`src/rtl/parking_gate_if.sv`:
```
// parking_gate_if: loop-detector, vacancy and counter-event bundle
// shared by the gate sequencer (slave) and its driver (master).
interface parking_gate_if #(
  parameter int QUEUE_DEPTH = 8
);
  localparam int CW = $clog2(QUEUE_DEPTH) + 1;

  logic          arrive;
  logic          arrive_uni;
  logic          leave;
  logic          leave_uni;
  logic          uni_is_vacated_space;
  logic          is_vacated_space;
  logic          car_entered;
  logic          is_uni_car_enterd;
  logic          car_exited;
  logic          is_uni_car_exited;
  logic          entry_gate_open;
  logic          exit_gate_open;
  logic [CW-1:0] queue_count;
  logic          queue_full;
  logic          arrive_drop;
  logic          exit_drop;
  logic          rejected;

  modport master (
    output arrive,
    output arrive_uni,
    output leave,
    output leave_uni,
    output uni_is_vacated_space,
    output is_vacated_space,
    input  car_entered,
    input  is_uni_car_enterd,
    input  car_exited,
    input  is_uni_car_exited,
    input  entry_gate_open,
    input  exit_gate_open,
    input  queue_count,
    input  queue_full,
    input  arrive_drop,
    input  exit_drop,
    input  rejected
  );

  modport slave (
    input  arrive,
    input  arrive_uni,
    input  leave,
    input  leave_uni,
    input  uni_is_vacated_space,
    input  is_vacated_space,
    output car_entered,
    output is_uni_car_enterd,
    output car_exited,
    output is_uni_car_exited,
    output entry_gate_open,
    output exit_gate_open,
    output queue_count,
    output queue_full,
    output arrive_drop,
    output exit_drop,
    output rejected
  );
endinterface

```
`src/rtl/parking_gate.sv`:
```
// parking_gate: ordered entry queue plus entry/exit barrier sequencers.
// Optional macro PARKING_GATE_REJECT_EN: discard an ineligible head.
module parking_gate #(
  parameter int QUEUE_DEPTH = 8,
  parameter int OPEN_CYCLES = 4
) (
  input logic           clk,
  input logic           rst_n,
  parking_gate_if.slave bus
);
  localparam int AW = $clog2(QUEUE_DEPTH);
  localparam int CW = AW + 1;
  localparam int DW = $clog2(OPEN_CYCLES + 1);
  localparam logic [DW-1:0] DWELL = DW'(OPEN_CYCLES - 1);
  localparam logic [CW-1:0] FULL = CW'(QUEUE_DEPTH);

  typedef enum logic {
    S_IDLE,
    S_OPEN
  } state_t;

  logic [QUEUE_DEPTH-1:0] r_q;
  logic [AW-1:0]          r_wp;
  logic [AW-1:0]          r_rp;
  logic [CW-1:0]          r_cnt;
  logic                   r_adrop;
  logic                   w_push;
  logic                   w_pop;
  logic                   w_head;
  logic                   w_ok;
  logic                   w_empty;

  assign w_empty = (r_cnt == '0);
  // push sees the pre-edge count, so a same-cycle pop frees nothing
  assign w_push  = bus.arrive && (r_cnt != FULL);
  assign w_head  = r_q[r_rp];
  assign w_ok    = w_head ? bus.uni_is_vacated_space
                          : bus.is_vacated_space;

  always_ff @(posedge clk or negedge rst_n) begin
    if (!rst_n) begin
      r_q     <= '0;
      r_wp    <= '0;
      r_rp    <= '0;
      r_cnt   <= '0;
      r_adrop <= 1'b0;
    end else begin
      r_adrop <= bus.arrive && !w_push;
      if (w_push) begin
        r_q[r_wp] <= bus.arrive_uni;
        r_wp      <= r_wp + AW'(1);
      end
      if (w_pop) begin
        r_rp <= r_rp + AW'(1);
      end
      r_cnt <= r_cnt + CW'(w_push) - CW'(w_pop);
    end
  end

  state_t        r_es;
  state_t        w_es_nxt;
  logic [DW-1:0] r_ecnt;
  logic [DW-1:0] w_ecnt_nxt;
  logic          r_ent;
  logic          w_ent_nxt;
  logic          r_etag;
  logic          w_etag_nxt;
  logic          r_egate;
  logic          w_egate_nxt;
`ifdef PARKING_GATE_REJECT_EN
  logic          r_rej;
  logic          w_rej_nxt;
`endif

  always_comb begin
    w_es_nxt    = r_es;
    w_ecnt_nxt  = r_ecnt;
    w_ent_nxt   = 1'b0;
    w_etag_nxt  = 1'b0;
    w_egate_nxt = r_egate;
    w_pop       = 1'b0;
`ifdef PARKING_GATE_REJECT_EN
    w_rej_nxt   = 1'b0;
`endif
    unique case (r_es)
      S_IDLE: begin
        if (!w_empty && w_ok) begin
          w_pop       = 1'b1;
          w_es_nxt    = S_OPEN;
          w_ent_nxt   = 1'b1;
          w_etag_nxt  = w_head;
          w_egate_nxt = 1'b1;
          w_ecnt_nxt  = DWELL;
        end
`ifdef PARKING_GATE_REJECT_EN
        else if (!w_empty) begin
          w_pop     = 1'b1;
          w_rej_nxt = 1'b1;
        end
`endif
      end
      S_OPEN: begin
        if (r_ecnt == '0) begin
          w_egate_nxt = 1'b0;
          w_es_nxt    = S_IDLE;
        end else begin
          w_ecnt_nxt = r_ecnt - DW'(1);
        end
      end
      default: w_es_nxt = S_IDLE;
    endcase
  end

  always_ff @(posedge clk or negedge rst_n) begin
    if (!rst_n) begin
      r_es    <= S_IDLE;
      r_ecnt  <= '0;
      r_ent   <= 1'b0;
      r_etag  <= 1'b0;
      r_egate <= 1'b0;
    end else begin
      r_es    <= w_es_nxt;
      r_ecnt  <= w_ecnt_nxt;
      r_ent   <= w_ent_nxt;
      r_etag  <= w_etag_nxt;
      r_egate <= w_egate_nxt;
    end
  end

`ifdef PARKING_GATE_REJECT_EN
  always_ff @(posedge clk or negedge rst_n) begin
    if (!rst_n) begin
      r_rej <= 1'b0;
    end else begin
      r_rej <= w_rej_nxt;
    end
  end
`endif

  state_t        r_xs;
  state_t        w_xs_nxt;
  logic [DW-1:0] r_xcnt;
  logic [DW-1:0] w_xcnt_nxt;
  logic          r_ext;
  logic          w_ext_nxt;
  logic          r_xtag;
  logic          w_xtag_nxt;
  logic          r_xgate;
  logic          w_xgate_nxt;
  logic          r_xdrop;
  logic          w_xdrop_nxt;
  logic          r_pv;
  logic          w_pv_nxt;
  logic          r_pt;
  logic          w_pt_nxt;

  always_comb begin
    w_xs_nxt    = r_xs;
    w_xcnt_nxt  = r_xcnt;
    w_ext_nxt   = 1'b0;
    w_xtag_nxt  = 1'b0;
    w_xgate_nxt = r_xgate;
    w_xdrop_nxt = 1'b0;
    w_pv_nxt    = r_pv;
    w_pt_nxt    = r_pt;
    unique case (r_xs)
      S_IDLE: begin
        if (r_pv || bus.leave) begin
          w_xs_nxt    = S_OPEN;
          w_ext_nxt   = 1'b1;
          w_xgate_nxt = 1'b1;
          w_xcnt_nxt  = DWELL;
          w_xtag_nxt  = r_pv ? r_pt : bus.leave_uni;
          // pending goes first; a new leave refills the slot
          w_pv_nxt    = r_pv && bus.leave;
          if (bus.leave) begin
            w_pt_nxt = bus.leave_uni;
          end
        end
      end
      S_OPEN: begin
        if (bus.leave) begin
          if (r_pv) begin
            w_xdrop_nxt = 1'b1;
          end else begin
            w_pv_nxt = 1'b1;
            w_pt_nxt = bus.leave_uni;
          end
        end
        if (r_xcnt == '0) begin
          w_xgate_nxt = 1'b0;
          w_xs_nxt    = S_IDLE;
        end else begin
          w_xcnt_nxt = r_xcnt - DW'(1);
        end
      end
      default: w_xs_nxt = S_IDLE;
    endcase
  end

  always_ff @(posedge clk or negedge rst_n) begin
    if (!rst_n) begin
      r_xs    <= S_IDLE;
      r_xcnt  <= '0;
      r_ext   <= 1'b0;
      r_xtag  <= 1'b0;
      r_xgate <= 1'b0;
      r_xdrop <= 1'b0;
      r_pv    <= 1'b0;
      r_pt    <= 1'b0;
    end else begin
      r_xs    <= w_xs_nxt;
      r_xcnt  <= w_xcnt_nxt;
      r_ext   <= w_ext_nxt;
      r_xtag  <= w_xtag_nxt;
      r_xgate <= w_xgate_nxt;
      r_xdrop <= w_xdrop_nxt;
      r_pv    <= w_pv_nxt;
      r_pt    <= w_pt_nxt;
    end
  end

  assign bus.car_entered       = r_ent;
  assign bus.is_uni_car_enterd = r_etag;
  assign bus.entry_gate_open   = r_egate;
  assign bus.car_exited        = r_ext;
  assign bus.is_uni_car_exited = r_xtag;
  assign bus.exit_gate_open    = r_xgate;
  assign bus.queue_count       = r_cnt;
  assign bus.queue_full        = (r_cnt == FULL);
  assign bus.arrive_drop       = r_adrop;
  assign bus.exit_drop         = r_xdrop;
`ifdef PARKING_GATE_REJECT_EN
  assign bus.rejected          = r_rej;
`else
  assign bus.rejected          = 1'b0;
`endif
endmodule

```
`src/flat_wrapper.sv`:
```
// flat-port wrapper written by rule: the top's interface ports become plain ports
module parking_gate_flat 
#(
  parameter int QUEUE_DEPTH = 8,
  parameter int OPEN_CYCLES = 4
)
  (clk, rst_n, bus_arrive, bus_arrive_uni, bus_leave, bus_leave_uni, bus_uni_is_vacated_space, bus_is_vacated_space, bus_car_entered, bus_is_uni_car_enterd, bus_car_exited, bus_is_uni_car_exited, bus_entry_gate_open, bus_exit_gate_open, bus_queue_count, bus_queue_full, bus_arrive_drop, bus_exit_drop, bus_rejected);
  parking_gate_if #(.QUEUE_DEPTH(QUEUE_DEPTH)) bus_i ();
  input logic clk;
  input logic rst_n;
  input wire logic [$bits(bus_i.arrive)-1:0] bus_arrive;
  input wire logic [$bits(bus_i.arrive_uni)-1:0] bus_arrive_uni;
  input wire logic [$bits(bus_i.leave)-1:0] bus_leave;
  input wire logic [$bits(bus_i.leave_uni)-1:0] bus_leave_uni;
  input wire logic [$bits(bus_i.uni_is_vacated_space)-1:0] bus_uni_is_vacated_space;
  input wire logic [$bits(bus_i.is_vacated_space)-1:0] bus_is_vacated_space;
  output wire logic [$bits(bus_i.car_entered)-1:0] bus_car_entered;
  output wire logic [$bits(bus_i.is_uni_car_enterd)-1:0] bus_is_uni_car_enterd;
  output wire logic [$bits(bus_i.car_exited)-1:0] bus_car_exited;
  output wire logic [$bits(bus_i.is_uni_car_exited)-1:0] bus_is_uni_car_exited;
  output wire logic [$bits(bus_i.entry_gate_open)-1:0] bus_entry_gate_open;
  output wire logic [$bits(bus_i.exit_gate_open)-1:0] bus_exit_gate_open;
  output wire logic [$bits(bus_i.queue_count)-1:0] bus_queue_count;
  output wire logic [$bits(bus_i.queue_full)-1:0] bus_queue_full;
  output wire logic [$bits(bus_i.arrive_drop)-1:0] bus_arrive_drop;
  output wire logic [$bits(bus_i.exit_drop)-1:0] bus_exit_drop;
  output wire logic [$bits(bus_i.rejected)-1:0] bus_rejected;
  assign bus_i.arrive = bus_arrive;
  assign bus_i.arrive_uni = bus_arrive_uni;
  assign bus_i.leave = bus_leave;
  assign bus_i.leave_uni = bus_leave_uni;
  assign bus_i.uni_is_vacated_space = bus_uni_is_vacated_space;
  assign bus_i.is_vacated_space = bus_is_vacated_space;
  assign bus_car_entered = bus_i.car_entered;
  assign bus_is_uni_car_enterd = bus_i.is_uni_car_enterd;
  assign bus_car_exited = bus_i.car_exited;
  assign bus_is_uni_car_exited = bus_i.is_uni_car_exited;
  assign bus_entry_gate_open = bus_i.entry_gate_open;
  assign bus_exit_gate_open = bus_i.exit_gate_open;
  assign bus_queue_count = bus_i.queue_count;
  assign bus_queue_full = bus_i.queue_full;
  assign bus_arrive_drop = bus_i.arrive_drop;
  assign bus_exit_drop = bus_i.exit_drop;
  assign bus_rejected = bus_i.rejected;
  parking_gate #(.QUEUE_DEPTH(QUEUE_DEPTH), .OPEN_CYCLES(OPEN_CYCLES)) u_core (.clk(clk), .rst_n(rst_n), .bus(bus_i));
endmodule
```
`config.mk`:
```
export PLATFORM = sky130hd
export DESIGN_NAME = parking_gate_flat
export DESIGN_NICKNAME = d
export VERILOG_FILES = /design/src/rtl/parking_gate_if.sv /design/src/rtl/parking_gate.sv /design/src/flat_wrapper.sv
export SDC_FILE = /design/constraint.sdc
export NUM_CORES = 1
export LEC_CHECK = 0
export ABC_CLOCK_PERIOD_IN_PS = 5400
export CAP_MARGIN = 20
export CORE_MARGIN = 5
export CORE_UTILIZATION = 40
export CTS_CLUSTER_DIAMETER = 200
export DETAILED_ROUTE_END_ITERATION = 16
export DONT_BUFFER_PORTS = 1
export PLACE_DENSITY = 0.55
export SLEW_MARGIN = 20
export SYNTH_ARGS = -nofsm -noshare
export SYNTH_HDL_FRONTEND = slang
export SYNTH_SLANG_ARGS = --single-unit
```
`constraint.sdc`:
```
create_clock -name clk -period 5.4 [get_ports clk]
set_clock_uncertainty 0.1 [all_clocks]
set_input_delay 0.81 -clock clk [delete_from_list [all_inputs] [get_ports clk]]
set_output_delay 0.81 -clock clk [all_outputs]
set_load 0.03 [all_outputs]
```
# ---- Yosys cells after proc, flatten, opt, wreduce, memory -nomap -nowiden
# Index checks and enable logic that the tools add are counted.
# Widths: inputs -> output; s select.
dict set report word_totals {
  register_bits 36
  out_inout_bits 14
  in_bits 8
  elab_cells 97
}
dict set report op_classes {
  eq_ne 10
  n_reduce_logical 17
  n_lt_le_gt_ge 3
  n_mux 41
  n_addsub 6
  n_bitwise 2
}
# op count
set ops {}
lappend ops {{$mux 1} 26}
lappend ops {{$mux 3} 4}
lappend ops {{$ne 2x2->1 const B} 6}
lappend ops {{$pmux 1 s2} 6}
lappend ops {{$pmux 3 s2} 2}
lappend ops {{$reduce_and 2->1} 5}
lappend ops {{$bwmux 8} 1}
lappend ops {{$lt 3x4->1 const B} 2}
lappend ops {{$add 3x1->3 const B} 2}
lappend ops {{$logic_not 3->1} 2}
lappend ops {{$sub 3x1->3 const B} 2}
lappend ops {{$logic_and 1x1->1} 5}
lappend ops {{$add 4x1->4} 1}
lappend ops {{$eq 4x4->1 const B} 1}
lappend ops {{$logic_not 4->1} 1}
lappend ops {{$ne 2x1->1 const B} 2}
lappend ops {{$ne 4x4->1 const B} 1}
lappend ops {{$sub 4x1->4} 1}
lappend ops {{$bmux 1 s3} 1}
lappend ops {{$demux 1 s3} 1}
lappend ops {{$ge 3x1->1 const B} 1}
lappend ops {{$reduce_and 3->1} 1}
lappend ops {{$logic_not 1->1} 2}
lappend ops {{$not 1->1} 2}
lappend ops {{$logic_or 1x1->1} 1}

# ---- Longest topological paths before layout
# Gate-level depths: netlist of run 1.
dict set report depth {
  ltp_word 7
  ltp_mapped 12
  ltp_nobuf 12
}

# ---- Worst setup path after synthesis of run 1
# No wires, ideal clock.
dict set report synth_path {
  path_kind {reg2reg}
  start {reg u_core.r_cnt[2], in the netlist u_core.bus.queue_count[2]}
  end {reg u_core.r_cnt[1], in the netlist u_core.bus.queue_count[1]}
  arrival_ns 2.687
  required_ns 5.236
  stages_incl_launch_ff 10
  synth_period_minus_slack_ns 2.851
  setup_ns 0.064
  setup_slack_ns 2.549
  path_buffers 1
  cell_sequence {dfrtp_1 > inv_1 > ha_1 > nor3b_1 > nor2b_1 > buf_1 > ha_1 > inv_1 > fa_1 > inv_1}
}
dict set report synth_via {
  word_cells_on_any_way 9
  cone_classes {add/sub (2); eq/ne (1); mux (2); reduce/logical (4)}
}
# item line_no
set synth_rtl {}
lappend synth_rtl {{from (decl)} parking_gate.sv:25} ;# logic [CW-1:0] r_cnt;
lappend synth_rtl {{from (signal assigned)} parking_gate.sv:56} ;# r_cnt <= r_cnt + CW'(w_push) - CW'(w_pop);
lappend synth_rtl {{$ne 4x4->1} parking_gate.sv:35} ;# assign w_push = bus.arrive && (r_cnt != FULL);
lappend synth_rtl {{$logic_and 1x1->1} parking_gate.sv:35}
lappend synth_rtl {{via u_core.w_push} parking_gate.sv:27} ;# logic w_push;
lappend synth_rtl {{$add 4x1->4} parking_gate.sv:56}
lappend synth_rtl {{$sub 4x1->4} parking_gate.sv:56}
# The timed path passes the listed nets, and every way through them passes these cells.
# A chain may end at the register's enable or synchronous reset.

# ---- Final worst setup path of run 1
dict set report layout_path {
  start {reg u_core.r_cnt[2], in the netlist u_core.bus.queue_count[2]}
  end {reg u_core.r_cnt[3], in the netlist u_core.bus.queue_count[3]}
}
dict set report layout_via {
  elab_chain_len 6
  word_cells_on_any_way 9
  cone_classes {add/sub (2); eq/ne (1); mux (2); reduce/logical (4)}
}
# item line_no
set layout_rtl {}
lappend layout_rtl {{branches (longest 5 deep; another with $add 4x1->4)} --}
lappend layout_rtl {{$sub 4x1->4 (*)} parking_gate.sv:56}
# Every way passes the cells marked *.

==> results of run 1 <==
[metal layers]
layer,vias to the layer above,share of wire (%),global-route usage [%]
met2,21,50,18.8
met5,-,0,0
met1,517,42,13.9
met4,0,2.0,5.24
li1,517,-,-
met3,7,6.6,4.49
[logic make-up after synthesis]
family	Yosys count
flip-flops	36
multiplexers	20
AND/OR/NAND/NOR	41
AO/OA/AOI/OAI	13
adder cells (fa/ha/maj)	13
buffers and inverters	22
XOR/XNOR	7
other	1
[cells in the final DEF (no fill, tap or decap), types with 3 or more instances in the layout]
| master | count |
|---|---|
| nor2_1 | 9 |
| inv_1 | 17 |
| dfrtp_1 | 36 |
| clkbuf_8 | 5 |
| mux2_2 | 10 |
| xnor2_1 | 5 |
| o21ai_0 | 5 |
| nor3_1 | 3 |
| nor3b_1 | 4 |
| ha_1 | 12 |
| nand2_1 | 9 |
| mux2i_1 | 7 |
| a21oi_1 | 4 |
| nand4b_1 | 3 |
[area by class of cell]
class                           instances  share of cell area, %
Sequential cell                        36                   47.6
Multi-Input combinational cell         95                   41.5
Clock buffer                            6                   3.83
Tap cell                               52                   3.44
Inverter                               17                   3.37
Clock inverter                          1                  0.264
[path summary, 6_finish.rpt]
kind	slack, ps	end	start	depth (start not counted)
worst max-delay path	2210	u_core.bus.queue_count[3]$_DFF_PN0_	u_core.bus.queue_count[2]$_DFF_PN0_	8
worst min-delay path	120	u_core.r_ecnt[1]$_DFFE_PN0P_	rst_n	0
worst max register to register	2210	u_core.bus.queue_count[3]$_DFF_PN0_	u_core.bus.queue_count[2]$_DFF_PN0_	8
worst min register to register	410	u_core.r_q[7]$_DFFE_PN0P_	u_core.r_q[7]$_DFFE_PN0P_	1
max in group asynchronous	5000	u_core.r_q[3]$_DFFE_PN0P_	rst_n	0
min in group clk	410	u_core.r_q[7]$_DFFE_PN0P_	u_core.r_q[7]$_DFFE_PN0P_	1
[registers in the layout, indices dropped and copies added (netlist names), 3 cells and up]
name and flops:
u_core.r_q 8, u_core.bus.queue_count 4, u_core.r_ecnt 3, u_core.r_wp 3, u_core.r_rp 3, u_core.r_xcnt 3
[through the flow]
| stage | cell area [um2] | util (%) | instances |
|---|---|---|---|
| floorplan | 1780 | - | 153 |
| global placement | 1820 | 42.0 | 200 |
| detailed placement | 1820 | 42.0 | 200 |
| CTS | 1890 | 43.8 | 207 |
| global route | 1890 | 43.8 | 207 |
| finish | 1890 | 43.8 | 207 |
[report_power, final]
part	internal, mW	switching [mW]	leakage [nW]
clock network	0.0875	0.0867	0.0410
registers	0.401	0.197	0.430
logic	0.254	0.224	0.433
==> flow_results.org, run 1 <==
** Global route
- Total global routing track utilization :: about an eighth
- Initial antenna violation count :: 0
- Final global-route overflow total :: 0
- The first global-routing pass estimated between 5000 and 6000 um of wire.
- Vias in the first global route :: around 1200
- Pin count of the biggest net entering global routing :: 37

** Cells and area
- Ratio of cells with drive above 1 in the final layout :: around 13%
- The layout has 427 filler cells.
- Across the whole layout, storage elements account for about 900 um2.
- 0 antenna diodes ended up in the layout.
- In the final layout, the multi-input gates occupy 786 um2.
- For this run, the post-layout net count is about 180.
- The area growth from synthesis to layout is 6.55%.

** Die
- Core area :: ~0.0043 mm2
- Die Ht :: 76.6 um
- Effective utilization at floorplan :: 41.1%
- Number of I/O pins :: 22
- Number of standard-cell rows in the floorplan :: 24
- Width of the die :: about 77 um
- Area of the die :: around 0.006 mm2

** Synthesis
- Commonest cells in the synthesized netlist :: 36 x dfrtp_1, 17 x inv_1, 12 x ha_1
- After synthesis, the largest family of logic cells by area is multiplexers.
- Number of distinct library cells after synthesis :: 34
- Among all cell types in the netlist, the one instantiated most often is dfrtp_1.
- Post-synthesis net count :: about 170
- After Yosys synthesis, full adders, half adders and majority gates account for a little under a tenth of the synthesized area.
- The synthesized netlist devotes around 13% of its cell area to simple gates.
- Per-instance average area after synthesis :: approximately 12 um2
- The synthesized design spends more area on one cell type than any other, namely dfrtp_1.
- In the synthesized netlist, mux cells make up between 10% and 20% of the area.
- Synth Area in Compound Gates :: under 10%
- Proportion of synthesized chip area in sequential cells :: approximately half
- After synthesis, the share of flip-flops with an asynchronous set or reset is 100%.
- After synthesis the netlist holds a flip-flop and latch count of 36.
- Top FF cell, synth :: dfrtp_1
- YS warnings :: 0
- Synth top area cells :: dfrtp_1 51%, ha_1 8.5%, mux2_2 6.3%
- Cells after Synth :: between 150 and 200
- Number of synthesized flops with an enable pin :: 0
- After synthesis, the largest area contributor takes up between 50 and 60% of total cell area.
- The mapped netlist covers between 0.0015 and 0.002 mm2.
- Of the total synthesized cell area, the portion taken by XOR and XNOR cells is 3.45%.

** CTS
- Buffers inserted during clock tree synthesis total 5.
- Resized cells post-CTS :: 0
- After clock tree synthesis, the clock-pin slew on the worst setup and hold paths is 70 ps.
- After clock tree synthesis, the setup repair step added 0 buffers.
- The clock passes through at most 2 buffers.
- Number of buffers inserted for hold repair after clock tree synthesis :: 0
- The clock reaches the later pin of the worst-skew pair after about 280 ps.
- CTS built an H-tree with a depth of 2.
- TritonCTS built the clock tree.
- Clk sinks :: 36
- The cell sitting at the root of the clock tree is a clkbuf_8.

** Placement
- Count of buffers inserted at the top-level ports :: 0
- HPWL after detailed placement :: roughly 2200 um
- Before CTS, the worst setup slack after placement is 2170 ps.
- Last weighted congestion value of the routability-driven placer :: approximately 0.77

** Drt
- Dividing the detail-routed wire length by the instance count gives between 10 and 15 um.
- After the first detailed-routing iteration, the DRC count stood at 22.
- In the routed layout, each cell is associated on average with a via count of about 5.
- Final WL :: 2970 um
- Count of nets left with antenna violations after detail routing :: 0
- In the routed design, unresolved DRC markers number 0.
- The first TritonRoute pass finished after 3 iterations.
- Total via count after detailed routing :: ~1100

** Status
- Result of the run :: complete, no violations

** Critical path
- At the worst endpoint, the arrival time is 3300 ps.
- The worst setup path is launched from a flip-flop.
- Top cell by count, worst path :: ha_1
- At the worst endpoint, the required time is around 5500 ps.
- In this run the worst path has a maximum fanout of 12.
- The setup path with the least slack is of type reg -> reg.
- Among all stages on the critical path, the largest delay is contributed by nor3b_1.
- For this run, the slowest stage of the critical path takes 870 ps.
- Capturing element type of the critical path :: flip-flop
- The cell family contributing the most delay on the critical path is simple AND/OR/NAND/NOR gates.
- Crit-path cells :: inv_1 -> ha_1 -> nor3b_1 -> nor2b_1 -> ha_1 -> a21o_1 -> a21oi_1 -> xor2_1
- Total buffers and inverters traversed by the critical path :: 1

** Timing
- For the pin with the worst max-slew slack, the measured transition is 1090 ps.
- Final Hold Viols :: 0
- Final worst path period need :: ~3200 ps
- Post-layout worst setup margin :: 2210 ps
- Slew Limit Headroom :: a little over a quarter
- The number of pins exceeding their max-slew limit in the final report was 0.
- Unrepaired setup endpoints after global routing :: false
- Minimum hold slack :: around 120 ps
- After routing, the total negative slack on setup checks comes to 0 ps.
- Setup violations remaining at the end of the flow were counted as 0.
- Static timing analysis puts the maximum clock frequency at approximately 310 MHz.
- Share of the cycle needed by the critical path after routing :: around three fifths

** Run
- Max-cap violations :: 0

** Hold path
- The min-delay analysis places its worst path in the category in -> async.

** Power and ir drop
- IR analysis of the VDD net gives a maximum drop of ~0.26 mV.
- For this design the ratio of total power to cell area is ~660 mW/mm2.
- In this run the static leakage power is roughly 0.9 nW.
- Post-layout power :: 1.25 mW
Power figures use the tool's default switching activity.
==> run 2: changes to the inputs <==
--- a/config.mk
+++ b/config.mk
@@ -5,14 +5,14 @@
 export SDC_FILE = /design/constraint.sdc
 export NUM_CORES = 1
 export LEC_CHECK = 0
-export ABC_CLOCK_PERIOD_IN_PS = 5400
+export ABC_CLOCK_PERIOD_IN_PS = 2700
 export CAP_MARGIN = 20
 export CORE_MARGIN = 5
 export CORE_UTILIZATION = 40
 export CTS_CLUSTER_DIAMETER = 200
 export DETAILED_ROUTE_END_ITERATION = 16
 export DONT_BUFFER_PORTS = 1
-export PLACE_DENSITY = 0.55
+export PLACE_DENSITY = 0.57
 export SLEW_MARGIN = 20
 export SYNTH_ARGS = -nofsm -noshare
 export SYNTH_HDL_FRONTEND = slang
==> constraint.sdc (replaced) <==
create_clock -name clk -period 2.7 [get_ports clk]
set_clock_uncertainty 0.1 [all_clocks]
set_input_delay 0.405 -clock clk [delete_from_list [all_inputs] [get_ports clk]]
set_output_delay 0.405 -clock clk [all_outputs]
set_load 0.03 [all_outputs]
==> run 2 against run 1 <==
Compared with the run above: sequential share of layout area decreased by 3.7 points; combinational power increased to 2.6 times the previous value; power increased by 120%; cell count increased by 5.8%; global-route usage about the same; count of clock-buffer cells in the layout increased by 2; flip-flop and latch count unchanged; maximum frequency increased by 22%; critical path type unchanged; critical endpoint is now u_core.bus.queue_count[1]$_DFF_PN0_; largest cell class unchanged.
==> flow_results.org, run 2 (synthesis results as in run 1) <==
** Status
- The flow ran to the end, and the final reports show no timing, DRC or antenna violations.

** Critical path
- The cell count of the worst reg-to-reg path came to 10 (+2).
- The worst setup path is captured at a flip-flop.
- Maximum fanout count along the critical path :: 6 (-6)
- The required time of the critical path was 2780 ps (-2720 ps).
- The critical path is of the reg -> reg type.
- Reg-to-reg slack, setup :: 80 ps (-2130 ps)
- The worst setup path is launched from a flip-flop.
- The critical path data arrival time is 2700 ps (-600 ps).
- In this run the critical register-to-register path is captured at u_core.bus.queue_count[1]$_DFF_PN0_.
- In this run the critical register-to-register path is launched from u_core.r_rp[0]$_DFFE_PN0P_.

** Placement
- Placed Cells :: 208 (+4.0%)
- The routability congestion estimate is 0.738 (-4.5%).
- The standard cell area after detailed placement came to 0.00189 mm2 (+4.1%).
- The placed wire-length estimate after detailed placement came to 2290 um (+3.6%).
- Count of buffers inserted at the top-level ports :: 0 (unchanged)

** Global route
- Pin count of the biggest net entering global routing :: 37 (unchanged)
- Initial antenna violation count :: 0 (unchanged)
- The via count of the first global-routing pass came to 1195 (+2.3%).
- The global-route wire length before repair came to 5510 um (+0.38%).
- The total congestion overflow is 0 (unchanged).
- The total global routing track utilization is 11.7% (-0.015 points).

** CTS
- TritonCTS built the clock tree.
- The CTS sink count came to 36 (unchanged).
- Deepest level of the CTS H-tree :: 2 (unchanged)
- Worst-case clock buffer depth :: 2 (unchanged)
- The number of buffers created by CTS is 5 (unchanged).
- The clock insertion delay at the later pin of the skew report was 280 ps (about the same).
- Clock transition at the registers of the reported paths :: 70 ps (about the same)
- Root Buffer Master :: clkbuf_8

** Drt
- The remaining design rule violation count is 0 (unchanged).
- The mean routed wirelength per cell is 14.4 um (+0.12%).
- The antenna violation net count after detailed routing is 0 (unchanged).
- Number of detailed-routing iterations run before antenna repair :: 4 (+1)
- The violation count after the first detailed-route iteration came to 36 (+64%).
- Via density per instance :: 5.09 (-0.76%)
- The total length of routed wires came to 3150 um (+5.9%).
- The total via count after detailed routing was 1115 (+5.0%).

** Cells and area
- The non-filler instance count after layout is 219 (+5.8%).
- Ratio of cells with drive above 1 in the final layout :: 23.4% (+10 points)
- Multi-input gate area :: 835 um2 (+6.2%)
- The number of antenna repair diodes came to 0 (unchanged).
- The library cell used most frequently in the layout, excluding fill and tap cells, is dfrtp_1.
- Layout area overhead :: 15.6%
- Final design area excluding fillers :: 0.00205 mm2 (+8.5%)
- Number of fill cells :: 395 (-7.5%)
- u_core.r_q holds more flip-flops than any other register.
- The post-layout utilization of the core is 47.5% (+3.7 points).
- The net count of the finished layout was 187 (+6.3%).
- Commonest cells after routing, fill and taps aside :: 35 x dfrtp_1, 15 x inv_1, 10 x mux2_2, 10 x ha_1
- Area of all sequential standard cells :: 902 um2 (+0.14%)
- The flip-flop count of the largest register, all copies and words added is 8 (unchanged).

** Die
- Number of I/O pins :: 22 (unchanged)
- Width of the die :: 76.6 um (unchanged)
- The die area came to 0.00587 mm2 (unchanged).
- Number of standard-cell rows in the floorplan :: 24 (unchanged)
- The overall die height was 76.6 um (unchanged).
- The starting utilization of the core area came to 41.1% (unchanged).
- The core outline area was 0.00432 mm2 (unchanged).

** Timing
- Share of the cycle needed by the critical path after routing :: 97.0% (+38 points)
- Pins over their slew limit :: 0 (unchanged)
- The aggregate negative setup slack was 0 ps (unchanged).
- The highest achievable clock rate came to 382 MHz (+22%).
- Final worst path period need :: 2620 ps (-574 ps)
- # setup viols final :: 0 (unchanged)
- The number of hold violations in the final report came to 0 (unchanged).

** Power and ir drop
- The peak supply drop is 0.620 mV (+140%).
- Leakage power summed over all cells :: 0.968 nW (+7.2%)
- Power density normalized to cell area :: 1340 mW/mm2 (+100%)

** Run
- Max-cap violations :: 0 (unchanged)

** Hold path
- For hold timing, the worst endpoint is u_core.r_q[6]$_DFFE_PN0P_.
- Hold Path Cell Cnt :: 1
- In this run the worst hold path is classified as in -> reg.
- Hold_sp :: bus_arrive_uni
[run 2: cell types whose count changed in the layout (fill, tap and decap cells not counted), sizes merged]
cell,before,now
clkbuf,6,8
clkinv,1,0
buf,0,10
dlygate4sd3,0,1
[run 2: worst max path at each step]
stage / from / end / slack (ps) / depth (start not counted)
after floorplan: u_core.r_rp[0]$_DFFE_PN0P_ / u_core.bus.queue_count[2]$_DFF_PN0_ / -20 / 11
after global routing: u_core.r_rp[0]$_DFFE_PN0P_ / u_core.bus.queue_count[1]$_DFF_PN0_ / -6 / 10
final: u_core.r_rp[0]$_DFFE_PN0P_ / u_core.bus.queue_count[1]$_DFF_PN0_ / 80 / 10
after global placement: u_core.r_rp[0]$_DFFE_PN0P_ / u_core.bus.queue_count[2]$_DFF_PN0_ / 80 / 10
after CTS: u_core.r_rp[0]$_DFFE_PN0P_ / u_core.bus.queue_count[2]$_DFF_PN0_ / 4 / 10
after detailed placement: u_core.r_rp[0]$_DFFE_PN0P_ / u_core.bus.queue_count[2]$_DFF_PN0_ / 9 / 10
[run 2: repair_timing]
action | 4_1_cts | 5_1_grt
gates resized for setup | 0 | 8
endpoints found under the hold margin | 36 | 0
setup endpoints to repair | 0 | 3
hold buffers | 2 | 0
setup buffers | 0 | 1
[run 2: area by class of cell]
cell class | instances | share of cell area, %
clock buffers | 8 | 4.39
well taps | 52 | 3.17
flip-flops and latches | 36 | 43.9
multi-input cells | 95 | 40.6
repair buffers | 11 | 4.75
inverters | 17 | 3.11
[run 2: critical path: stages (launching register included)]
cell,delay [ps]
dfrtp_2,470
mux2i_1,140
mux4_2,520
mux2i_4,210
inv_2,90
ha_4,190
inv_2,60
ha_4,120
inv_1,50
fa_2,520
inv_1,40
[run 2: layer usage]
layer	part of all wire [%]	routed length (um)	global-route usage (%)	up-vias
li1	-	-	-	536
met5	0	0	0	-
met4	1.1	34	4.72	0
met1	43	1360	13.4	557
met2	50	1580	19.3	20
met3	5.7	178	4.73	2
[run 2: where the power goes]
part	internal, mW	switching, mW	total (mW)
Sequential	0.806	0.320	1.13
Clock	0.208	0.180	0.388
Combinational	0.643	0.597	1.24
[run 2: through the flow]
stage | hold slack (ps) | setup slack [ps] | power, mW
2_1_floorplan | 9.41 | -23.9 | 2.00
3_3_place_gp | 10.3 | 82.0 | 2.22
3_5_place_dp | 10.4 | 9.40 | 2.29
4_1_cts | 162 | 4.47 | 2.71
5_1_grt | 154 | -6.12 | 2.99
6_report | 170 | 81.3 | 2.75
